$ cat src/rtl/seq_bidir_shifter.sv
// seq_bidir_shifter: multi-cycle SRL / SLA / ROL shifter behind a valid/ready
// handshake, companion to the ALU's single-cycle combinational shifter.
// Produces a registered result plus Z/V/N flags at FLAG_Z/FLAG_V/FLAG_N.
// Optional feature macro: SEQ_SHIFT_FAST_EN (3-bit steps while cnt >= 3).

`ifndef FLAG_N
`define FLAG_N 0
`endif
`ifndef FLAG_V
`define FLAG_V 1
`endif
`ifndef FLAG_Z
`define FLAG_Z 2
`endif

module seq_bidir_shifter #(
  parameter int WIDTH = 16
) (
  input  logic             clk,
  input  logic             rst_n,
  input  logic             in_valid,
  output logic             in_ready,
  input  logic [WIDTH-1:0] shift_in,
  input  logic [3:0]       shift_val,
  input  logic [1:0]       mode,
  output logic             out_valid,
  input  logic             out_ready,
  output logic [WIDTH-1:0] shift_out,
  output logic [2:0]       flag
);

  typedef enum logic [1:0] {
    IDLE,
    SHIFT,
    DONE
  } state_t;

  localparam logic [1:0] MODE_SRL = 2'b00;
  localparam logic [1:0] MODE_SLA = 2'b01;
  localparam logic [1:0] MODE_ROL = 2'b10;

  state_t           state;
  logic [WIDTH-1:0] data;
  logic [3:0]       cnt;
  logic [1:0]       mode_q;
  logic             v_sticky;

  logic [WIDTH-1:0] step_data;
  logic [3:0]       step_size;
  logic             step_v;
  logic [2:0]       flag_next;

  // The block can only take a new request while idle.
  assign in_ready = (state == IDLE);

  // Next value of the working register for one shift step, plus the overflow
  // contribution of that step (sign change seen before the step for SLA).
  always_comb begin
    step_data = data;
    step_size = 4'd1;
    step_v    = 1'b0;
`ifdef SEQ_SHIFT_FAST_EN
    if (cnt >= 4'd3) begin
      step_size = 4'd3;
      case (mode_q)
        MODE_SRL: step_data = {3'b000, data[WIDTH-1:3]};
        MODE_SLA: begin
          step_data = {data[WIDTH-4:0], 3'b000};
          step_v    = !((data[WIDTH-1:WIDTH-4] == 4'b0000) ||
                        (data[WIDTH-1:WIDTH-4] == 4'b1111));
        end
        MODE_ROL: step_data = {data[WIDTH-4:0], data[WIDTH-1:WIDTH-3]};
        default:  step_data = data;
      endcase
    end else begin
`else
    begin
`endif
      case (mode_q)
        MODE_SRL: step_data = {1'b0, data[WIDTH-1:1]};
        MODE_SLA: begin
          step_data = {data[WIDTH-2:0], 1'b0};
          step_v    = data[WIDTH-1] ^ data[WIDTH-2];
        end
        MODE_ROL: step_data = {data[WIDTH-2:0], data[WIDTH-1]};
        default:  step_data = data;
      endcase
    end
  end

  // Flags derived from the finished working register; V only means overflow for SLA.
  always_comb begin
    flag_next          = 3'b000;
    flag_next[`FLAG_Z] = (data == '0);
    flag_next[`FLAG_N] = data[WIDTH-1];
    flag_next[`FLAG_V] = (mode_q == MODE_SLA) && v_sticky;
  end

  // Control FSM with registered result, flags and out_valid.
  always_ff @(posedge clk or negedge rst_n) begin
    if (!rst_n) begin
      state     <= IDLE;
      data      <= '0;
      cnt       <= 4'd0;
      mode_q    <= MODE_SRL;
      v_sticky  <= 1'b0;
      shift_out <= '0;
      flag      <= 3'b000;
      out_valid <= 1'b0;
    end else begin
      case (state)
        IDLE: begin
          if (in_valid) begin
            mode_q   <= mode;
            v_sticky <= 1'b0;
            if (mode == 2'b11) begin
              // Reserved mode: result forced to zero with no steps taken.
              data <= '0;
              cnt  <= 4'd0;
            end else begin
              data <= shift_in;
              cnt  <= shift_val;
            end
            state <= SHIFT;
          end
        end
        SHIFT: begin
          if (cnt != 4'd0) begin
            data     <= step_data;
            cnt      <= cnt - step_size;
            v_sticky <= v_sticky | step_v;
          end else begin
            shift_out <= data;
            flag      <= flag_next;
            out_valid <= 1'b1;
            state     <= DONE;
          end
        end
        DONE: begin
          if (out_ready) begin
            out_valid <= 1'b0;
            state     <= IDLE;
          end
        end
        default: state <= IDLE;
      endcase
    end
  end

endmodule
$ cat config.mk
export PLATFORM = sky130hd
export DESIGN_NAME = seq_bidir_shifter
export DESIGN_NICKNAME = d
export VERILOG_FILES = /design/src/rtl/seq_bidir_shifter.sv
export SDC_FILE = /design/constraint.sdc
export NUM_CORES = 1
export LEC_CHECK = 0
export ABC_CLOCK_PERIOD_IN_PS = 2400
export CAP_MARGIN = 20
export CORE_MARGIN = 2
export CORE_UTILIZATION = 47
export CTS_BUF_LIST = sky130_fd_sc_hd__clkbuf_4 sky130_fd_sc_hd__clkbuf_8
export CTS_CLUSTER_DIAMETER = 100
export DETAILED_ROUTE_END_ITERATION = 10
export PLACE_DENSITY = 0.74
export RECOVER_POWER = 50
export SYNTH_ARGS = -nofsm -noshare
export SYNTH_HDL_FRONTEND = slang
export SYNTH_SLANG_ARGS = --single-unit
$ cat constraint.sdc
create_clock -name clk -period 2.4 [get_ports clk]
set_input_delay 0.36 -clock clk [delete_from_list [all_inputs] [get_ports clk]]
set_output_delay 0.36 -clock clk [all_outputs]
set_load 0.01 [all_outputs]
==> metrics.txt, run 1 <==
status=finished, final reports clean; # resized after CTS=0; Worst Max-Slew Pin Slew=1.036 ns; DIE AREA=5373 µm²; Yosys reg bits=44; # nets final=282; CP bufs+invs=2; CP endpoint=data[10]$_DFFE_PN0P_; CTS tree=built; Pleak=1.245 nW; DRT Pass-1 Iters=4; number of global-route vias before repair=1551; Critical Path Start Type=flip-flop; first-pass GRT wire length=7665 µm; Crit Reg-Reg Endpoint=data[10]$_DFFE_PN0P_; hold_buf cts=0; crit path launch=cnt[0]$_DFFE_PN0P_; Fin. Hold Viols=0; post-synthesis average cell area=11.01 µm²; GPL Wtd Cong=0.8455; CP Capture Type=flip-flop; Initial Utilization=48.11%; RSZ-0062 raised after global routing=false; total grt overflow=0; die height=73.30 µm; crit path DAT=2.33 ns; clk_lat worst skew=0.30 ns; Starting DRT DRC Count=102; Ys Warns=0; antenna violations before repair=0; GRT Total Usage=19.27%; largest net degree at the start of global routing=27; Synth Instances=205; IO buf count=46; sw power=0.001690 W; Final Routed Wirelength=4821 µm; clock transition at the registers of the reported paths=0.08 ns; critical path's slowest cell=nor3b_1; post-synthesis mux area share=17.41%; area delta synth->final=25.22%; FF-to-FF path depth=7; Routed Antenna Nets=0; fmax=467.3 MHz; Final Max Tran Viols=0; DRC violations left=0; switching portion of total power=38.39%; xor-xnor portion of the synthesized cell area=0%; vias per cell=5.731; largest family of logic cells by synthesized area=multiplexers; layout cells sized above 1=17.93%; Synth cell types=36; most common cell after layout, fill and taps aside=dfrtp_1; worst-path maximum fanout=16; Crit path max-delay family=simple AND/OR/NAND/NOR gates; worst setup margin=0.2603 ns; row count=25; Adder-Cell Fraction of Synth Area=2.772%; Tmin final=2.140 ns; HPWL Detailed=3413 µm; Syn Nets=236; Mapped Area=2257 µm²; Power Density=1558 nW/µm²; Vias=1748; Top-Level Pins=47; CTS Buf Count=5; Internal=0.002713 W; Synth Area in Simple Gates=9.424%; part of the cycle the worst path needs=89.16%; Root Buffer=clkbuf_8; H-tree depth=2; WL/cell=15.81 µm; commonest non-fill, non-tap cells in the layout=44 x dfrtp_1, 39 x clkdlybuf4s50_1, 22 x mux2_2; Reg power frac=31.8%; clock sink count=44; Max VDD drop=633.3 µV; Clock Path Buffers=2; DIE WIDTH=73.30 µm; Logic pwr share=58.1%; FF-to-FF setup slack=0.26 ns; crit path kind=flip-flop to flip-flop; CP max stage delay=0.55 ns; Slew headroom=30.94%; total negative slack=0 ns; RR Startpoint=cnt[0]$_DFFE_PN0P_; sequential area share after synthesis=48.78%; Clk pwr share=10.1%; # setup viols final=0; post-CTS setup buffers=0; Max Cap Viol=0; Levels on crit path=7; core outline area=4692 µm²; antenna cells=0; final core occ=60.24%; clk_skew=0.007324 ns; CP Cell Sequence=inv_1 > ha_1 > nor3b_1 > a211o_1 > a21oi_4 > buf_12 > mux2_4; post-synthesis compound-gate area fraction=16.08%; worst path required time=2.59 ns; Setup Slack @ Placement=0.3855 ns; HP Class=input port to asynchronous set/reset pin
-- power by group through the flow --
| stage | Combinational, W | Sequential, W | Clock [W] |
|---|---|---|---|
| finish | 0.00256 | 0.00140 | 0.000446 |
| detailed placement | 0.00256 | 0.00142 | 0 |
| global route | 0.00281 | 0.00145 | 0.000495 |
| CTS | 0.00258 | 0.00141 | 0.000454 |
| floorplan | 0.00191 | 0.00140 | 0 |
| global placement | 0.00250 | 0.00140 | 0 |
-- registers in the layout, indices dropped and copies added (netlist names) --
signal     flops
cnt            4
data          16
flag           3
mode_q         2
out_valid      1
shift_out     15
state          2
v_sticky       1
-- cell usage after synthesis --
library cell	count	share of area (%)
o31ai_1	1	0.33
o311ai_0	1	0.39
nor3_1	4	0.89
a211oi_1	2	0.66
o21a_1	1	0.33
nor4b_1	1	0.39
nand4_1	1	0.28
mux2_2	22	11
or3_1	1	0.28
buf_12	1	0.89
a21oi_4	1	0.72
buf_4	2	0.66
a21oi_1	21	4.7
nand2b_1	1	0.28
dfrtp_1	44	49
o2bb2ai_1	1	0.39
nor4_1	2	0.55
clkbuf_1	6	1.0
buf_6	1	0.50
mux2i_1	1	0.44
a221oi_1	13	5.0
nand3_1	2	0.44
nor3b_2	1	0.55
o21ai_0	8	1.8
buf_2	3	0.66
nand2_1	12	2.0
a211o_1	1	0.39
nor2_1	19	3.2
and2b_1	1	0.33
and3_1	1	0.28
inv_1	11	1.8
ha_1	5	2.8
o21bai_1	1	0.33
a32oi_1	2	0.78
a31oi_1	1	0.28
mux2_4	9	6.0
-- through the flow --
step	cells	cell area (µm²)	hold WS [ns]	power [W]
after floorplan	205	2257	0.06441	0.003301
after global placement	298	2754	0.3235	0.003907
final	305	2826	0.2161	0.004403
after global routing	305	2826	0.2997	0.004754
after detailed placement	298	2754	0.3241	0.003987
after CTS	305	2835	0.003782	0.004442
-- worst register-to-register path, cell delays in order, from the launching register on --
cell and delay [ns]:
dfrtp_1 0.41, inv_1 0.08, ha_1 0.18, nor3b_1 0.55, a211o_1 0.28, a21oi_4 0.05, buf_12 0.18, mux2_4 0.31
-- cells by family (layout without fill, tap and decap cells) --
group           Yosys count  in the layout
flops                    44             44
simple gates             46             46
mux                      32             32
fa+ha+maj                 5              5
buf+inv                  24             70
compound gates           54             54
-- cell type report --
type                    count  area (µm²)
clock buffers               6       76.32
clock inverters             1       5.005
fillers                   405        1866
inverters                  11       41.29
multi-input cells         137        1026
flip-flops and latches     44        1101
well taps                  54       67.56
repair buffers             52       509.2
-- routing by layer --
| layer | track usage [%] | up-vias | routed length [µm] |
|---|---|---|---|
| li1 | - | 838 | - |
| met1 | 26.84 | 849 | 2229 |
| met2 | 28.63 | 54 | 2254 |
| met3 | 5.898 | 7 | 255 |
| met4 | 6.667 | 0 | 82 |
| met5 | 0 | - | 0 |
-- how the worst min path moves through the flow --
stage,start,to,depth (start not counted)
after global placement,rst_n,shift_out[7]$_DFFE_PN0P_,1
after global routing,rst_n,shift_out[7]$_DFFE_PN0P_,1
after CTS,rst_n,shift_out[7]$_DFFE_PN0P_,1
after floorplan,rst_n,cnt[0]$_DFFE_PN0P_,0
after detailed placement,rst_n,shift_out[7]$_DFFE_PN0P_,1
final,rst_n,shift_out[7]$_DFFE_PN0P_,1
Note: power is estimated with default switching activity, not from simulation.
==> run 2, diff against run 1 <==
- HOLD_SLACK_MARGIN: default -> 0.02
==> run 2 against run 1 <==
  * Flip-flop and latch count unchanged
  * Utilization increased by 0.27 points
  * First-iteration DRC count increased by 9.8%
  * Via count is essentially flat
  * Sequential share of layout area is 0.17 points lower
  * Critical path type unchanged
==> metrics.txt, run 2 (synthesis results as in run 1) <==
worst-path maximum fanout=16 (unchanged); RR Startpoint=cnt[0]$_DFFE_PN0P_; clk_lat worst skew=0.30 ns (about the same); Fill cells=404 (-0.25%); Internal=0.002714 W (about the same); critical path's slowest cell=nor3b_1; area delta synth->final=25.78%; Critical Path Start Type=flip-flop; crit path launch=cnt[0]$_DFFE_PN0P_; switching portion of total power=38.33% (-0.063 points); Clk pwr share=10.1% (about the same); Final Max Tran Viols=0 (unchanged); antenna violations before repair=0 (unchanged); core outline area=4692 µm² (unchanged); Starting DRT DRC Count=112 (+9.8%); post-CTS setup buffers=0 (unchanged); die height=73.30 µm (unchanged); Initial Utilization=48.11% (unchanged); H-tree depth=2 (unchanged); DIE WIDTH=73.30 µm (unchanged); DRT Pass-1 Iters=4 (unchanged); CP Cell Sequence=inv_1 > ha_1 > nor3b_1 > a211o_1 > a21oi_4 > buf_12 > mux2_4; CP Capture Type=flip-flop; Worst Max-Slew Pin Slew=1.036 ns (-0.0003248 ns); crit path kind=flip-flop to flip-flop; status=finished, final reports clean; Max VDD drop=635.0 µV (+0.27%); Power Density=1550 nW/µm² (-0.49%); GRT Total Usage=19.27% (unchanged); antenna cells=0 (unchanged); Levels on crit path=7 (unchanged); sw power=0.001687 W (-0.21%); largest net degree at the start of global routing=27 (unchanged); HPWL Detailed=3413 µm (unchanged); vias per cell=5.709 (-0.38%); hold path startpoint=shift_out[14]$_DFFE_PN0P_; Clock Path Buffers=2 (unchanged); Logic pwr share=58.1% (about the same); Slew headroom=30.96% (about the same); number of global-route vias before repair=1551 (unchanged); Crit path max-delay family=simple AND/OR/NAND/NOR gates; # setup viols final=0 (unchanged); Max Cap Viol=0 (unchanged); clock transition at the registers of the reported paths=0.08 ns (about the same); CP max stage delay=0.55 ns (about the same); part of the cycle the worst path needs=89.27% (+0.11 points); total negative slack=0 ns (unchanged); total grt overflow=0 (unchanged); placed cell areas=2754 µm² (unchanged); multi-input combinational cell area=1026 µm² (unchanged); Biggest register=data; commonest non-fill, non-tap cells in the layout=44 x dfrtp_1, 39 x clkdlybuf4s50_1, 22 x mux2_2; top flop regs=data (16), shift_out (15), cnt (4); register area=1101 µm² (unchanged); Tot Pwr=0.004401 W (about the same); HP Class=flip-flop to flip-flop; Hold Path Depth=2; GPL Wtd Cong=0.8455 (unchanged); layout cells sized above 1=17.86% (-0.071 points); Fin. Hold Viols=0 (unchanged); CTS Buf Count=5 (unchanged); # nets final=283 (+0.35%); FF-to-FF path depth=7 (unchanged); Final Routed Wirelength=4823 µm (about the same); crit path DAT=2.33 ns (about the same); Tmin final=2.142 ns (+0.002636 ns); fmax=466.8 MHz (-0.12%); clk_skew=0.007321 ns (-0.000003220 ns); WL/cell=15.76 µm (-0.29%); Vias=1747 (-0.057%); CP bufs+invs=2 (unchanged); Pleak=1.249 nW (+0.39%); first-pass GRT wire length=7665 µm (unchanged); IO buf count=46 (unchanged); Root Buffer=clkbuf_8; CTS tree=built; most common cell after layout, fill and taps aside=dfrtp_1; Reg power frac=31.8% (about the same); DIE AREA=5373 µm² (unchanged); worst path required time=2.59 ns (about the same); DRC violations left=0 (unchanged); Routed Antenna Nets=0 (unchanged); max reg flops=16 (unchanged); design area=2839 µm² (+0.44%); RSZ-0062 raised after global routing=false; row count=25 (unchanged); clock sink count=44 (unchanged); Top-Level Pins=47 (unchanged)
## run 2: changes by cell type in the layout (fill, tap and decap cells not counted)
cell	change
buf_4	+1
clkbuf_2	-1
dlygate4sd3_1	+1
## run 2: per-layer routing
layer / vias up / track usage (%) / wire [µm]
met4: 0 / 6.667 / 82
met2: 58 / 28.63 / 2258
met3: 7 / 5.898 / 272
met1: 843 / 26.84 / 2209
li1: 839 / - / -
met5: - / 0 / 0
## run 2: area by class of cell
class / count / area share, %
timing repair buffer: 53 / 18.38
tap: 54 / 2.380
clock buffer: 6 / 2.688
sequential: 44 / 38.78
inverter: 11 / 1.454
clock inverter: 1 / 0.1763
multi-input combinational: 137 / 36.14
## run 2: path summary, 6_finish.rpt
path                                             end  slack (ns)
max                             data[10]$_DFFE_PN0P_        0.26
min                        shift_out[14]$_DFFE_PN0P_        0.48
max reg2reg                     data[10]$_DFFE_PN0P_        0.26
min reg2reg                shift_out[14]$_DFFE_PN0P_        0.48
max in group asynchronous         cnt[3]$_DFFE_PN0P_        0.72
min in group asynchronous   shift_out[7]$_DFFE_PN0P_        0.76
## run 2: worst reg2reg max path, stage by stage (launching register included)
cell     delay (ns)
dfrtp_1        0.41
inv_1          0.08
ha_1           0.18
nor3b_1        0.55
a211o_1        0.28
a21oi_4        0.05
buf_12         0.18
mux2_4         0.31
## run 2: what timing repair did
item                                    CTS  global route
hold endpoints to repair                 18             0
resized for setup                         0             0
endpoints found under the setup margin    0             0
hold buffers                              1             0
## run 2: stage by stage
step,util (%),std cells,worst slack [ns],hold slack (ns)
detailed placement,58.69,298,0.3855,0.3241
finish,60.51,306,0.2576,0.4787
global route,60.51,306,0.1701,0.5033
global placement,58.69,298,0.4065,0.3235
floorplan,-,205,0.4079,0.06441
CTS,60.64,306,0.4149,0.4911
## run 2: power by group through the flow
stage	logic (W)	registers, W	clock network (W)
after floorplan	0.00191	0.00140	0
after global placement	0.00250	0.00140	0
after detailed placement	0.00256	0.00142	0
after CTS	0.00258	0.00141	0.000454
after global routing	0.00281	0.00145	0.000495
final	0.00256	0.00140	0.000444
==> run 3, diff against run 2 <==
- CTS_CLUSTER_SIZE: default -> 20
==> results of run 3 <==
The final DEF is identical to that of run 2; final timing and power are the same.
